===== src/rtl/vpu_timing_pkg.sv =====
// Shared types and defaults for the VPU timing counter bank.
// Contents:
//   load_mode_t          - selects overwrite or keep-longest loading
//   NUM_CH_DEFAULT       - default number of timing channels
//   CNTR_WIDTH_DEFAULT   - default counter width
package vpu_timing_pkg;

  localparam int unsigned NUM_CH_DEFAULT     = 4;
  localparam int unsigned CNTR_WIDTH_DEFAULT = 6;

  typedef enum logic {
    LOAD_OVERWRITE = 1'b0,
    LOAD_MAX       = 1'b1
  } load_mode_t;

endpackage : vpu_timing_pkg


===== src/rtl/vpu_timing_cntr_bank_if.sv =====
// Interface between the address decoder / issue arbiter and the timing counter bank.
// Signals:
//   load_valid_i  per-channel load request
//   load_value_i  per-channel load values, channel k at [k*CNTR_WIDTH +: CNTR_WIDTH]
//   load_mode_i   overwrite or max, shared by all channels loading this cycle
//   stall_i       freeze decrements (loads still apply)
//   flush_i       force all counters to 0 next cycle
//   ready_o       registered counter == 0
//   ready_n_o     combinational next counter == 0
//   all_ready_o   AND of ready_o
//   expire_o      one-cycle pulse when a counter counted down to 0
//   cntr_o        current counter values, same packing as load_value_i
// Modports: master drives loads/controls, slave is the counter bank.
interface vpu_timing_cntr_bank_if
  import vpu_timing_pkg::*;
#(
  parameter int unsigned NUM_CH     = NUM_CH_DEFAULT,
  parameter int unsigned CNTR_WIDTH = CNTR_WIDTH_DEFAULT
);

  logic [NUM_CH-1:0]            load_valid_i;
  logic [NUM_CH*CNTR_WIDTH-1:0] load_value_i;
  load_mode_t                   load_mode_i;
  logic                         stall_i;
  logic                         flush_i;
  logic [NUM_CH-1:0]            ready_o;
  logic [NUM_CH-1:0]            ready_n_o;
  logic                         all_ready_o;
  logic [NUM_CH-1:0]            expire_o;
  logic [NUM_CH*CNTR_WIDTH-1:0] cntr_o;

  modport master (
    output load_valid_i,
    output load_value_i,
    output load_mode_i,
    output stall_i,
    output flush_i,
    input  ready_o,
    input  ready_n_o,
    input  all_ready_o,
    input  expire_o,
    input  cntr_o
  );

  modport slave (
    input  load_valid_i,
    input  load_value_i,
    input  load_mode_i,
    input  stall_i,
    input  flush_i,
    output ready_o,
    output ready_n_o,
    output all_ready_o,
    output expire_o,
    output cntr_o
  );

endinterface : vpu_timing_cntr_bank_if


===== src/rtl/vpu_timing_cntr_ch.sv =====
// One saturating down-counter timing channel.
// Ports:
//   clk, rst       clock, synchronous active-high reset
//   load_valid_i   load request for this channel
//   load_value_i   value to load
//   load_mode_i    overwrite or keep-longest
//   stall_i        hold the counter this cycle (loads still apply)
//   flush_i        force the counter to 0 next cycle
//   ready_o        registered counter == 0
//   ready_n_o      next-state counter == 0 (one cycle early, combinational)
//   expire_o       registered pulse after counting down from 1 to 0
//   cntr_o         current counter value
module vpu_timing_cntr_ch
  import vpu_timing_pkg::*;
#(
  parameter int unsigned CNTR_WIDTH = CNTR_WIDTH_DEFAULT
) (
  input  logic                  clk,
  input  logic                  rst,
  input  logic                  load_valid_i,
  input  logic [CNTR_WIDTH-1:0] load_value_i,
  input  load_mode_t            load_mode_i,
  input  logic                  stall_i,
  input  logic                  flush_i,
  output logic                  ready_o,
  output logic                  ready_n_o,
  output logic                  expire_o,
  output logic [CNTR_WIDTH-1:0] cntr_o
);

  localparam logic [CNTR_WIDTH-1:0] CntrZero = '0;
  localparam logic [CNTR_WIDTH-1:0] CntrOne  = CntrZero + 1'b1;

  logic [CNTR_WIDTH-1:0] cntr_q, cntr_d;
  logic [CNTR_WIDTH-1:0] base;
  logic                  expire_q, expire_d;

  // Value the counter takes when nothing overrides it; saturates at 0.
  always_comb begin
    base = cntr_q;
    if (!stall_i && (cntr_q != CntrZero)) begin
      base = cntr_q - CntrOne;
    end
  end

  always_comb begin
    cntr_d   = base;
    expire_d = 1'b0;
    if (flush_i) begin
      cntr_d = CntrZero;
    end else if (load_valid_i) begin
      if (load_mode_i == LOAD_MAX) begin
        cntr_d = (load_value_i > base) ? load_value_i : base;
      end else begin
        cntr_d = load_value_i;
      end
    end else begin
      // Only a genuine decrement from 1 counts as expiry.
      expire_d = (cntr_q == CntrOne) && !stall_i;
    end
  end

  always_ff @(posedge clk) begin
    if (rst) begin
      cntr_q   <= CntrZero;
      expire_q <= 1'b0;
    end else begin
      cntr_q   <= cntr_d;
      expire_q <= expire_d;
    end
  end

  assign ready_o   = (cntr_q == CntrZero);
  assign ready_n_o = rst || (cntr_d == CntrZero);
  assign expire_o  = expire_q;
  assign cntr_o    = cntr_q;

endmodule : vpu_timing_cntr_ch


===== src/rtl/vpu_timing_cntr_bank.sv =====
// Bank of NUM_CH independent saturating down-counters enforcing command timing for
// the VPU scheduler. Sits between the address decoder (loads) and the issue arbiter
// (ready flags).
// Ports:
//   clk   clock
//   rst   synchronous active-high reset
//   bus   vpu_timing_cntr_bank_if slave modport (loads, stall, flush, status outputs)
module vpu_timing_cntr_bank
  import vpu_timing_pkg::*;
#(
  parameter int unsigned NUM_CH     = NUM_CH_DEFAULT,
  parameter int unsigned CNTR_WIDTH = CNTR_WIDTH_DEFAULT
) (
  input logic                  clk,
  input logic                  rst,
  vpu_timing_cntr_bank_if.slave bus
);

  logic [NUM_CH-1:0]            ready;
  logic [NUM_CH-1:0]            ready_n;
  logic [NUM_CH-1:0]            expire;
  logic [NUM_CH*CNTR_WIDTH-1:0] cntr;

  for (genvar k = 0; k < NUM_CH; k++) begin : g_ch
    vpu_timing_cntr_ch #(
      .CNTR_WIDTH (CNTR_WIDTH)
    ) u_ch (
      .clk          (clk),
      .rst          (rst),
      .load_valid_i (bus.load_valid_i[k]),
      .load_value_i (bus.load_value_i[k*CNTR_WIDTH +: CNTR_WIDTH]),
      .load_mode_i  (bus.load_mode_i),
      .stall_i      (bus.stall_i),
      .flush_i      (bus.flush_i),
      .ready_o      (ready[k]),
      .ready_n_o    (ready_n[k]),
      .expire_o     (expire[k]),
      .cntr_o       (cntr[k*CNTR_WIDTH +: CNTR_WIDTH])
    );
  end

  assign bus.ready_o     = ready;
  assign bus.ready_n_o   = ready_n;
  assign bus.all_ready_o = &ready;
  assign bus.expire_o    = expire;
  assign bus.cntr_o      = cntr;

endmodule : vpu_timing_cntr_bank

===== src/flat_wrapper.sv =====
// flat-port wrapper written by rule: the top's interface ports become plain ports
module vpu_timing_cntr_bank_flat import vpu_timing_pkg::*;
#(
  parameter int unsigned NUM_CH     = NUM_CH_DEFAULT,
  parameter int unsigned CNTR_WIDTH = CNTR_WIDTH_DEFAULT
)
  (clk, rst, bus_load_valid_i, bus_load_value_i, bus_load_mode_i, bus_stall_i, bus_flush_i, bus_ready_o, bus_ready_n_o, bus_all_ready_o, bus_expire_o, bus_cntr_o);
  vpu_timing_cntr_bank_if #(.NUM_CH(NUM_CH), .CNTR_WIDTH(CNTR_WIDTH)) bus_i ();
  input logic clk;
  input logic rst;
  input wire logic [$bits(bus_i.load_valid_i)-1:0] bus_load_valid_i;
  input wire logic [$bits(bus_i.load_value_i)-1:0] bus_load_value_i;
  input wire logic [$bits(bus_i.load_mode_i)-1:0] bus_load_mode_i;
  input wire logic [$bits(bus_i.stall_i)-1:0] bus_stall_i;
  input wire logic [$bits(bus_i.flush_i)-1:0] bus_flush_i;
  output wire logic [$bits(bus_i.ready_o)-1:0] bus_ready_o;
  output wire logic [$bits(bus_i.ready_n_o)-1:0] bus_ready_n_o;
  output wire logic [$bits(bus_i.all_ready_o)-1:0] bus_all_ready_o;
  output wire logic [$bits(bus_i.expire_o)-1:0] bus_expire_o;
  output wire logic [$bits(bus_i.cntr_o)-1:0] bus_cntr_o;
  assign bus_i.load_valid_i = bus_load_valid_i;
  assign bus_i.load_value_i = bus_load_value_i;
  assign bus_i.load_mode_i = bus_load_mode_i;
  assign bus_i.stall_i = bus_stall_i;
  assign bus_i.flush_i = bus_flush_i;
  assign bus_ready_o = bus_i.ready_o;
  assign bus_ready_n_o = bus_i.ready_n_o;
  assign bus_all_ready_o = bus_i.all_ready_o;
  assign bus_expire_o = bus_i.expire_o;
  assign bus_cntr_o = bus_i.cntr_o;
  vpu_timing_cntr_bank #(.NUM_CH(NUM_CH), .CNTR_WIDTH(CNTR_WIDTH)) u_core (.clk(clk), .rst(rst), .bus(bus_i));
endmodule

===== config.mk =====
export PLATFORM = sky130hd
export DESIGN_NAME = vpu_timing_cntr_bank_flat
export DESIGN_NICKNAME = d
export VERILOG_FILES = /design/src/rtl/vpu_timing_pkg.sv /design/src/rtl/vpu_timing_cntr_bank_if.sv /design/src/rtl/vpu_timing_cntr_ch.sv /design/src/rtl/vpu_timing_cntr_bank.sv /design/src/flat_wrapper.sv
export SDC_FILE = /design/constraint.sdc
export NUM_CORES = 1
export LEC_CHECK = 0
export ABC_AREA = 1
export BUFFER_PORTS_ARGS = -buffer_cell sky130_fd_sc_hd__buf_2
export CAP_MARGIN = 20
export CORE_MARGIN = 5
export CORE_UTILIZATION = 50
export CTS_CLUSTER_SIZE = 24
export DETAILED_ROUTE_END_ITERATION = 10
export PLACE_DENSITY = 0.76
export SYNTH_ARGS = -nofsm -noshare
export SYNTH_HDL_FRONTEND = slang
export SYNTH_SLANG_ARGS = --single-unit

===== constraint.sdc =====
create_clock -name clk -period 3.8 [get_ports clk]
set_clock_uncertainty 0.2 [all_clocks]
set_input_delay 0.38 -clock clk [delete_from_list [all_inputs] [get_ports clk]]
set_output_delay 0.38 -clock clk [all_outputs]
set_load 0.03 [all_outputs]

# --- Word-level counts from Yosys, hierarchy flattened ---
# Cells that the tools add are included.
word_totals:
  reg_bits: 28
  wordCells: 70
classes:
  addsub: 4
  magnitude_cmp: 4
  n_eq_ne: 4
  n_mux: 20
  reduce_logical: 30
ops:
  columns: ["operator", "count"]
  rows:
  - ["$mux W6", 20]
  - ["$logic_not A6 Y1", 8]
  - ["$eq A6 B1 Y1 const B", 4]
  - ["$gt A6 B6 Y1", 4]
  - ["$reduce_bool A6 Y1", 4]
  - ["$sub A6 B1 Y6 const B", 4]
  - ["$reduce_or A3 Y1", 4]
  - ["$logic_and A1 B1 Y1", 8]
  - ["$logic_or A1 B1 Y1", 4]
  - ["$reduce_and A4 Y1", 1]
  - ["$logic_not A1 Y1", 1]

# --- Longest topological paths before layout ---
# Gate-level depths: netlist of the first run.
depth:
  ltp_word: 10
  depth_mapped: 26
  ltp_nobuf: 25

# --- Cells and area by module ---
# From an unflattened synthesis of the first run, not the netlist that was laid out.
unflattened:
  hier_cells: 427
  hier_area_um2: 2884.0
modules_own_cells:
  columns: ["module", "n_inst", "cells_each", "area_each_um2", "seq_area_each_um2"]
  rows:
  - ["vpu_timing_cntr_ch", 4, 106, 718.2, 140.1]
  - ["vpu_timing_cntr_bank", 1, 3, 11.3, 0.0]

# --- Worst setup path after synthesis of the first run ---
# No wires, ideal clock.
synth_path:
  path_type: "register to output"
  start: "register u_core.g_ch[2].u_ch.cntr_q[0]"
  end: "output port bus_ready_n_o[2]"
  t_arrival_ns: 2.839
  required_ns: 3.220
  path_slack_ns: 0.381
  stages_incl_launch_ff: 22
  cell_sequence: "dfxtp_1 inv_1 ha_1 nand3_2 nand2_2 inv_2 or2_0 nand2_2 ha_1 nand2_1 nor2_1 nand2_1 nand3_1 nand2_1 nand2_1 nand2_4 o21ai_0 nor2_1 nor2_1 nand2_1 nand2_1 buf_4"
synth_between:
  elab_chain_len: 10
  word_cells_on_any_way: 11
  classes_between: "add/sub: 1; order compare: 1; mux: 5; reduce/logical: 4"
synth_rtl:
  columns: ["item", "line_no", "source"]
  rows:
  - ["start, declared", "vpu_timing_cntr_ch.sv:34", "logic [CNTR_WIDTH-1:0] cntr_q, cntr_d;"]
  - ["start signal, assigned", "vpu_timing_cntr_ch.sv:65", "cntr_q <= CntrZero;"]
  - ["start signal, assigned", "vpu_timing_cntr_ch.sv:68", "cntr_q <= cntr_d;"]
  - ["parallel branches: the longest is 2 deep, another holds $sub A6 B1 Y6", null, null]
  - ["$mux W6 (*)", "vpu_timing_cntr_ch.sv:41", "if (!stall_i && (cntr_q != CntrZero)) begin"]
  - ["$gt A6 B6 Y1", "vpu_timing_cntr_ch.sv:53", "cntr_d = (load_value_i > base) ? load_value_i : base;"]
  - ["$mux W6", "vpu_timing_cntr_ch.sv:53", null]
  - ["$mux W6", "vpu_timing_cntr_ch.sv:52", "if (load_mode_i == LOAD_MAX) begin"]
  - ["$mux W6 (*)", "vpu_timing_cntr_ch.sv:51", "end else if (load_valid_i) begin"]
  - ["$mux W6 (*)", "vpu_timing_cntr_ch.sv:49", "if (flush_i) begin"]
  - ["$logic_not A6 Y1 (*)", "vpu_timing_cntr_ch.sv:74", "assign ready_n_o = rst || (cntr_d == CntrZero);"]
  - ["$logic_or A1 B1 Y1 (*)", "vpu_timing_cntr_ch.sv:74", null]
  - ["end, declared", "flat_wrapper.sv:17", "output wire logic [$bits(bus_i.ready_n_o)-1:0] bus_ready_n_o;"]
# Every way passes the cells marked *.

# --- Worst setup path after layout of the first run ---
layout_path:
  start: "register u_core.g_ch[1].u_ch.cntr_q[0]"
  end: "output port bus_ready_n_o[1]"
layout_between:
  elab_chain_len: 10
  word_cells_on_any_way: 11
  classes_between: "add/sub: 1; order compare: 1; mux: 5; reduce/logical: 4"
layout_rtl:
  columns: ["item", "line_no"]
  rows:
  - ["start, declared", "vpu_timing_cntr_ch.sv:34"]
  - ["start signal, assigned", "vpu_timing_cntr_ch.sv:65"]
  - ["start signal, assigned", "vpu_timing_cntr_ch.sv:68"]
  - ["parallel branches: the longest is 2 deep, another holds $sub A6 B1 Y6", null]
  - ["$mux W6 (*)", "vpu_timing_cntr_ch.sv:41"]
  - ["$gt A6 B6 Y1", "vpu_timing_cntr_ch.sv:53"]
  - ["$mux W6", "vpu_timing_cntr_ch.sv:53"]
  - ["$mux W6", "vpu_timing_cntr_ch.sv:52"]
  - ["$mux W6 (*)", "vpu_timing_cntr_ch.sv:51"]
  - ["$mux W6 (*)", "vpu_timing_cntr_ch.sv:49"]
  - ["$logic_not A6 Y1 (*)", "vpu_timing_cntr_ch.sv:74"]
  - ["$logic_or A1 B1 Y1 (*)", "vpu_timing_cntr_ch.sv:74"]
# Marked as above.

==> flow_metrics.tcl, run 1 <==
set metrics [dict create \
    status "finished clean" \
    synth_cell_type_count 30 \
    pre_cts_slack_ns 0.194 \
    track_usage 0.189 \
    final_area_um2 3410 \
    grt.overflow.total 0 \
    hold_viol_final 0 \
    die_h_um 84.4 \
    peakVddDrop_mv 0.308 \
    grt_max_degree 27 \
    dp_cells 565 \
    instances_no_fill 574 \
    clk_pin_slew_ns 0.10 \
    clk_path_buf_depth 2 \
    final_nets 568 \
    cp_data_required_time_ns 3.22 \
    numCtsBuffers 3 \
    start_kind "register" \
    worst_pin_slew_ns 0.728 \
    final_max_slew_viol_count 0 \
    grt_pass1_wl_mm 11.4 \
    fin_tns_setup_ns 0 \
    ant_nets 0 \
    yosys_most_used_dff "dfxtp_1" \
    drive_above_1_share 0.303 \
    dieArea_um2 7120 \
    tritoncts "yes" \
    place_hpwl_mm 5.50 \
    synth_edf_count 0 \
    ios 70 \
    dieWidth_um 84.4 \
    diodes 0 \
    max_stage_delay_ns 0.38 \
    num_vias 2937 \
    setup_violations 0 \
    firstDrtPassIters 4 \
    p_leak_nw 1.94 \
    hp-class "in2reg" \
    start_util 0.508 \
    drv_cap 0 \
    syn_avg_cell_area_um2 6.24 \
    clk_latency_ns 0.28 \
    area.growth.synth_to_final_pct 23.3 \
    path_cells "inv_4 -> ha_4 -> nand3_2 -> nand2_2 -> clkinv_4 -> or2_0 -> nand2_1 -> ha_1 -> a21oi_1 -> nand3_1 -> nand2_2 -> nand2_4 -> nand2_4 -> nand2_1 -> nand3_2 -> nand2_1 -> nor2_1 -> nand2_1 -> nand2_1 -> buf_6" \
    ys_warn_count 0 \
    drt_wl_total_mm 7.34 \
    setup_slack_ns 0.173 \
    post-route-period-util 0.955 \
    htreeDepth 1 \
    clock_sinks 28 \
    ys_seq_area_frac 0.203 \
    routedWlPerCell_um 12.8 \
    core.rowCount 27 \
    setup.worst_path.class "reg2out" \
    synth_seq_cells 28 \
    cp_slowest_cell "dfxtp_4" \
    mappedNetlistNets 508 \
    async_reset_ff_frac 0 \
    synth_area_um2 2770 \
    grt_pass1_vias 2636 \
    dpl_cell_area_um2 3080 \
    min_period_ns 3.63 \
    slew_headroom 0.514 \
    drt_iter0_drc 111 \
    portBuffers 69 \
    power_mw 1.40 \
    vias_per_cell 5.12 \
    drc 0 \
    whs_ns 0.176 \
    end_kind "primary output" \
    core_area_um2 5440 \
    synthCells 443 \
    fin_util 0.627 \
    antenna_found_initial 0 \
    p_per_area_nw_per_um2 411 \
    cpMostUsedCell "nand2_1" \
    cp_max_fo 10 \
    fmax_mhz 276 \
    root_buffer "clkbuf_8" \
    critPathArrivalTime_ns 3.05 \
    place_congestion 0.876 \
]
[area by class of cell]
class                           count  area (µm²)
Timing Repair Buffer               74         400
Clock inverter                      1        30.0
Multi-Input combinational cell    330        2000
Sequential cell                    28         578
Clock buffer                        3        41.3
Tap cell                           72        90.1
Fill cell                         502        2030
Inverter                           66         265
[routing by layer]
layer | GRT usage | vias up | routed length [µm]
met3 | 0.0422 | 13 | 483
met1 | 0.237 | 1330 | 3160
met5 | 0 | - | 0
li1 | - | 1508 | -
met4 | 0.0417 | 0 | 179
met2 | 0.330 | 86 | 3520
[synthesized netlist by cell type (2+ instances only)]
cell        n  share of area
nor2_2      4         0.0090
nand3_2     4          0.014
buf_4      12          0.033
a21oi_1     6          0.011
nand4_1     4         0.0090
xor2_1     14          0.044
nand2_2     9          0.020
o21ai_1     8          0.014
o21ai_2     4          0.013
nand2_1   123           0.17
clkbuf_1    4         0.0054
dfxtp_1    28           0.20
nor3_1      6          0.011
nand3_1    44          0.080
ha_1       32           0.14
inv_1      60          0.081
nor2_1     49          0.067
o21ai_0     4         0.0072
or2_0       2         0.0045
nor4_1      3         0.0068
o21bai_1    3         0.0081
inv_2       6         0.0081
nand3b_1    7          0.019
[path summary, 6_finish.rpt]
check / startpoint / endpoint / slack (ns) / cells after the start
max: u_core.g_ch[1].u_ch.cntr_o[0] / bus_ready_n_o[1] / 0.17 / 20
min: bus_stall_i / u_core.g_ch[3].u_ch.expire_o / 0.18 / 4
max reg2reg: u_core.g_ch[0].u_ch.cntr_o[0] / u_core.g_ch[0].u_ch.cntr_o[2] / 1.09 / 19
min reg2reg: u_core.g_ch[1].u_ch.cntr_o[5] / u_core.g_ch[1].u_ch.expire_o / 0.40 / 3
[flip-flops by register name, summed over array words and instances, names as in the netlist]
name                       cells
u_core.g_ch.u_ch.cntr_o       24
u_core.g_ch.u_ch.expire_o      4
[report_power, final]
group	internal [mW]	total (mW)	switching (mW)	leakage (nW)
Combinational	0.294	0.812	0.518	1.67
Clock	0.141	0.239	0.0973	0.0357
Sequential	0.318	0.350	0.0324	0.233
Total	0.753	1.40	0.648	1.94
[critical path: cells and delay by family, from the launching register on]
kind,cells,cell delay (ns)
simple gates,14,1.45
fa+ha+maj,2,0.40
flops,1,0.38
buf+inv,3,0.32
compound gates,1,0.19
[layout by cell type, fill, tap and decap left out, types with 2 or more instances in the layout]
master      n
a21oi_1     6
buf_2      65
buf_4       7
buf_6       2
clkbuf_8    3
dfxtp_1    20
dfxtp_2     5
dfxtp_4     3
ha_1       28
ha_4        3
inv_1      53
inv_2       7
inv_4       5
nand2_1   110
nand2_2    15
nand2_4     8
nand3_1    41
nand3_2     7
nand3b_1    7
nand4_1     4
nor2_1     43
nor2_2      9
nor3_1      6
nor4_1      3
o21ai_1    11
o21ai_2     5
o21bai_4    2
or2_0       2
xor2_1     14
[cell families after synthesis]
logic type | share of synthesized area
compound gates | 0.0566
simple gates | 0.414
xor+xnor | 0.0475
buf+inv | 0.135
fa+ha+maj | 0.145
flops | 0.203
[repair_timing]
action | CTS | global route
endpoints found under the setup margin | 4 | 4
hold buffers | 0 | 0
endpoints found under the hold margin | 0 | 0
pin swaps | 0 | 13
setup buffers | 0 | 5
gates resized for setup | 10 | 68
(Power assumes the default switching activity.)
==> inputs of run 2 (changes only) <==
ABC_CLOCK_PERIOD_IN_PS = 3800   (was unset)
RECOVER_POWER = 25   (was unset)
==> run 2 against run 1 <==
Clock power about the same. Combinational power hardly changed. Register-to-register slack hardly changed. Power shrank 0.15%. Final cell count is the same. Critical path type unchanged. Critical endpoint unchanged. Largest cell class unchanged. Largest power group unchanged.
==> flow_metrics.tcl, run 2 (synthesized netlist as in run 1, its figures left out) <==
set metrics [dict create \
    drt_iter0_drc 110 \
    die_h_um 84.4 \
    largest_reg_flops 24 \
    tritoncts "yes" \
    drt_wl_total_mm 7.35 \
    busiest_layer "met2" \
    portBuffers 69 \
    setup_violations 0 \
    post-route-period-util 0.953 \
    mostFrequentLayoutCells "110 x nand2_1, 54 x buf_2, 53 x inv_1" \
    grt_use_met2 0.330 \
    gr-usage-met3 0.0422 \
    path_cells "inv_4 -> ha_4 -> nand3_2 -> nand2_2 -> clkinv_4 -> or2_0 -> nand2_1 -> ha_1 -> a21oi_1 -> nand3_1 -> nand2_2 -> nand2_4 -> nand2_4 -> nand2_1 -> nand3_2 -> nand2_1 -> nor2_1 -> nand2_1 -> nand2_1 -> buf_6" \
    worst_pin_slew_ns 0.728 \
    r2r_start "u_core.g_ch[0].u_ch.cntr_o[0]" \
    min_period_ns 3.62 \
    num-fill-cells 509 \
    ctsHoldBuffers 0 \
    hold-path-endpoint "u_core.g_ch[3].u_ch.expire_o" \
    setup_slack_ns 0.180 \
    cp_max_fo 10 \
    place_congestion 0.876 \
    grt_pass1_vias 2636 \
    hold_viol_final 0 \
    ant_nets 0 \
    dieWidth_um 84.4 \
    grt_util_met1 0.237 \
    dieArea_um2 7120 \
    peakVddDrop_mv 0.306 \
    numCtsBuffers 3 \
    hp-class "in2reg" \
    status "finished clean" \
    cp_slowest_cell "dfxtp_4" \
    grt_pass1_wl_mm 11.4 \
    htreeDepth 1 \
    grt_max_degree 27 \
    antenna_found_initial 0 \
    final_nets 568 \
    cpMostUsedCell "nand2_1" \
    fmax_mhz 276 \
    p_leak_nw 1.89 \
    clk_pin_slew_ns 0.10 \
    r2r_end "u_core.g_ch[0].u_ch.cntr_o[2]" \
    min_path_cells 4 \
    reg2reg_depth 19 \
    diodes 0 \
    cp_data_required_time_ns 3.22 \
    core_area_um2 5440 \
    p_per_area_nw_per_um2 412 \
    place_hpwl_mm 5.50 \
    core.rowCount 27 \
    routedWlPerCell_um 12.8 \
    setup.worst_path.class "reg2out" \
    track_usage 0.189 \
    firstDrtPassIters 4 \
    instances_no_fill 574 \
    clock_sinks 28 \
    area.growth.synth_to_final_pct 22.8 \
    crit_buf_inv 3 \
    vias_per_cell 5.11 \
    start_util 0.508 \
    drv_cap 0 \
    power_mw 1.40 \
    whs_ns 0.178 \
    r2r_slack_ns 1.09 \
    ios 70 \
    fin_util 0.624 \
    hp-start "bus_stall_i" \
    dp_cells 565 \
    drc 0 \
    critPathArrivalTime_ns 3.04 \
    drive_above_1_share 0.281 \
    mostFrequentLayoutCell "nand2_1" \
    slew_headroom 0.514 \
    max_stage_delay_ns 0.38 \
    final_max_slew_viol_count 0 \
    num_vias 2934 \
    start_kind "register" \
    root_buffer "clkbuf_8" \
    end_kind "primary output" \
    grt.overflow.total 0 \
    clk_path_buf_depth 2 \
    cp_top_family "simple AND/OR/NAND/NOR gates" \
    clk_latency_ns 0.28 \
    pre_cts_slack_ns 0.194 \
]
run 2: cell count changes in the layout (fill, tap and decap cells not counted):
cell	change
buf_2	-11
clkbuf_1	+11
run 2: layout make-up:
| type | count | area (µm²) | share of cell area |
|---|---|---|---|
| clock inverters | 1 | 30.0 | 0.00884 |
| clock buffers | 3 | 41.3 | 0.0122 |
| repair buffers | 74 | 387 | 0.114 |
| multi-input cells | 330 | 2000 | 0.590 |
| well taps | 72 | 90.1 | 0.0265 |
| flip-flops and latches | 28 | 578 | 0.170 |
| inverters | 66 | 265 | 0.0781 |
run 2: through the flow:
stage / setup TNS [ns] / instance area, µm²
detailed placement: 0 / 3080
finish: 0 / 3400
global route: -0.184 / 3400
global placement: 0 / 3080
CTS: 0 / 3170
floorplan: 0 / 2770
run 2: worst reg2reg max path, stage by stage (launching register included):
cell and delay, ns:
dfxtp_2 0.37, inv_2 0.06, ha_2 0.19, inv_1 0.14, nor2_2 0.06, nand2_2 0.10
nand2_4 0.08, o21ai_1 0.16, nand2_1 0.12, ha_1 0.29, nand2_1 0.06, nor2_2 0.13
nand2_1 0.06, nand3_1 0.07, nand2_2 0.07, nand2_4 0.10, nand2_4 0.08, nand2_1 0.07
nand3_1 0.10, nor2_1 0.13
run 2: worst max-delay path by stage:
stage | start | end | slack [ns] | cells past startpoint
floorplan | u_core.g_ch[2].u_ch.cntr_o[0] | bus_ready_n_o[2] | 0.38 | 21
global placement | u_core.g_ch[1].u_ch.cntr_o[0] | bus_ready_n_o[1] | 0.26 | 21
detailed placement | u_core.g_ch[1].u_ch.cntr_o[0] | bus_ready_n_o[1] | 0.19 | 21
CTS | u_core.g_ch[2].u_ch.cntr_o[1] | bus_ready_n_o[2] | 0.0008 | 21
global route | u_core.g_ch[1].u_ch.cntr_o[0] | bus_ready_n_o[1] | -0.09 | 23
finish | u_core.g_ch[1].u_ch.cntr_o[0] | bus_ready_n_o[1] | 0.18 | 20
run 2: metal layers:
| layer | up-vias | wire, µm |
|---|---|---|
| met5 | - | 0 |
| met4 | 0 | 179 |
| met3 | 13 | 439 |
| met2 | 75 | 3540 |
| met1 | 1337 | 3190 |
| li1 | 1509 | - |
run 2: what timing repair did:
item,in CTS,in global routing
endpoints found under the setup margin,4,4
hold endpoints to repair,0,0
buffers inserted,0,5
resized for setup,10,68
pin swaps,0,13
run 2: where the power goes:
group | switching [mW] | leakage [nW] | internal [mW]
sequential | 0.0327 | 0.233 | 0.318
combinational | 0.518 | 1.62 | 0.292
clock | 0.0970 | 0.0357 | 0.141
==> inputs of run 3 (changes only) <==
PLACE_DENSITY = unset   (was 0.76)
PLACE_DENSITY_LB_ADDON = 0.15   (was unset)
==> run 3 against run 2 <==
Fmax grew 1.7%. Non-clock buffer count down 2. Final cell count shrank 0.17%. Power is essentially flat. Die area unchanged. Sequential share of layout area hardly changed. Sequential power barely moved. Highest routed layer unchanged. Largest power group unchanged.
==> flow_metrics.tcl, run 3 (synthesized netlist as in run 1, its figures left out) <==
set metrics [dict create \
    status "finished clean" \
    drt_wl_total_mm 7.46 \
    grt_pass1_wl_mm 12.0 \
    multi_input_area_um2 2020 \
    peakVddDrop_mv 0.248 \
    root_buffer "clkbuf_8" \
    core.rowCount 27 \
    place_hpwl_mm 5.72 \
    numCtsBuffers 3 \
    setup_violations 0 \
    dieWidth_um 84.4 \
    dpl_cell_area_um2 3080 \
    grt_max_degree 27 \
    worst_pin_slew_ns 0.761 \
    drive_above_1_share 0.261 \
    start_kind "register" \
    antenna_found_initial 0 \
    dieArea_um2 7120 \
    portBuffers 69 \
    clock_sinks 28 \
    r2r_slack_ns 1.11 \
    routedWlPerCell_um 13.0 \
    die_h_um 84.4 \
    pre_cts_slack_ns 0.178 \
    mostFrequentLayoutCells "115 x nand2_1, 54 x inv_1, 53 x buf_2" \
    mostFrequentLayoutCell "nand2_1" \
    final_max_slew_viol_count 0 \
    place_congestion 0.863 \
    clk_pin_slew_ns 0.11 \
    whs_ns 0.179 \
    hp-class "in2reg" \
    grt.overflow.total 0 \
    p_per_area_nw_per_um2 409 \
    ctsHoldBuffers 0 \
    final_area_um2 3410 \
    dp_cells 565 \
    firstDrtPassIters 4 \
    vias_per_cell 5.09 \
    min_period_ns 3.56 \
    track_usage 0.199 \
    num-fill-cells 551 \
    drv_cap 0 \
    slew_headroom 0.492 \
    cp_data_required_time_ns 3.22 \
    final_nets 567 \
    instances_no_fill 573 \
    p_leak_nw 1.89 \
    drt_iter0_drc 149 \
    grt_pass1_vias 2668 \
    setup_slack_ns 0.240 \
    tritoncts "yes" \
    end_kind "primary output" \
    fmax_mhz 281 \
    critPathArrivalTime_ns 2.98 \
    setup.worst_path.class "reg2out" \
    num_vias 2916 \
    clk_path_buf_depth 2 \
    ios 70 \
    largest_reg_flops 24 \
    area.growth.synth_to_final_pct 23.5 \
    start_util 0.508 \
    drc 0 \
    seq_area_um2 582 \
    cp_max_fo 7 \
    htreeDepth 1 \
    hold_viol_final 0 \
    core_area_um2 5440 \
    post-route-period-util 0.937 \
    ant_nets 0 \
    diodes 0 \
    clk_latency_ns 0.28 \
]
==> run 3: final cells by class <==
cell class,count,share of cell area
multi-input cells,330,0.592
flip-flops and latches,28,0.170
repair buffers,72,0.110
inverters,66,0.0784
well taps,72,0.0264
clock buffers,3,0.0121
clock inverters,1,0.00879
repair inverters,1,0.00220
==> run 3: path summary, 6_finish.rpt <==
kind                                 start                       endpoint  depth (start not counted)
min                    bus_load_valid_i[2]   u_core.g_ch[2].u_ch.expire_o                          2
max          u_core.g_ch[0].u_ch.cntr_o[1]               bus_ready_n_o[0]                         24
min reg2reg  u_core.g_ch[1].u_ch.cntr_o[3]   u_core.g_ch[1].u_ch.expire_o                          3
max reg2reg  u_core.g_ch[0].u_ch.cntr_o[1]  u_core.g_ch[0].u_ch.cntr_o[1]                         20
==> run 3: report_power, final <==
part	switching (mW)	internal, mW
Clock	0.103	0.141
Sequential	0.0325	0.318
Combinational	0.517	0.286
==> run 3: metrics by stage <==
step	power, mW	setup TNS [ns]	util
after detailed placement	1.06	0	0.565
final	1.40	0	0.628
after global placement	1.05	0	0.565
after CTS	1.31	0	0.581
after global routing	1.52	-0.0751	0.628
after floorplan	0.922	0	-
==> run 3: worst max-delay path, cell delays in order (launching register included) <==
cell and delay [ns]:
dfxtp_4 0.35, inv_1 0.09, ha_2 0.19, inv_1 0.06, nor2_2 0.11, nand2_2 0.10
nand2_4 0.09, inv_4 0.06, nand2_1 0.06, o21ai_1 0.09, ha_1 0.31, nand2_1 0.07
nor2_2 0.13, nand2_1 0.06, nand3_1 0.09, nand2_2 0.07, nand2_4 0.10, nand2_4 0.08
nand2_1 0.07, nand3_1 0.08, nand2_1 0.13, nor2_2 0.04, nand2_1 0.06, nand2_1 0.06
buf_6 0.15
==> run 3: routing by layer <==
metal  GRT usage  up-vias  routed length (µm)
li1            -     1500                   -
met1       0.258     1335                3260
met2       0.346       73                3700
met3      0.0383        8                 418
met4      0.0388        0                  75
met5           0        -                   0
==> run 3: what timing repair did <==
action                                  4_1_cts  5_1_grt
setup buffers                                 0        3
pin swaps                                     0       12
resized for setup                             8       72
endpoints found under the setup margin        3        4
cloned                                        0        1
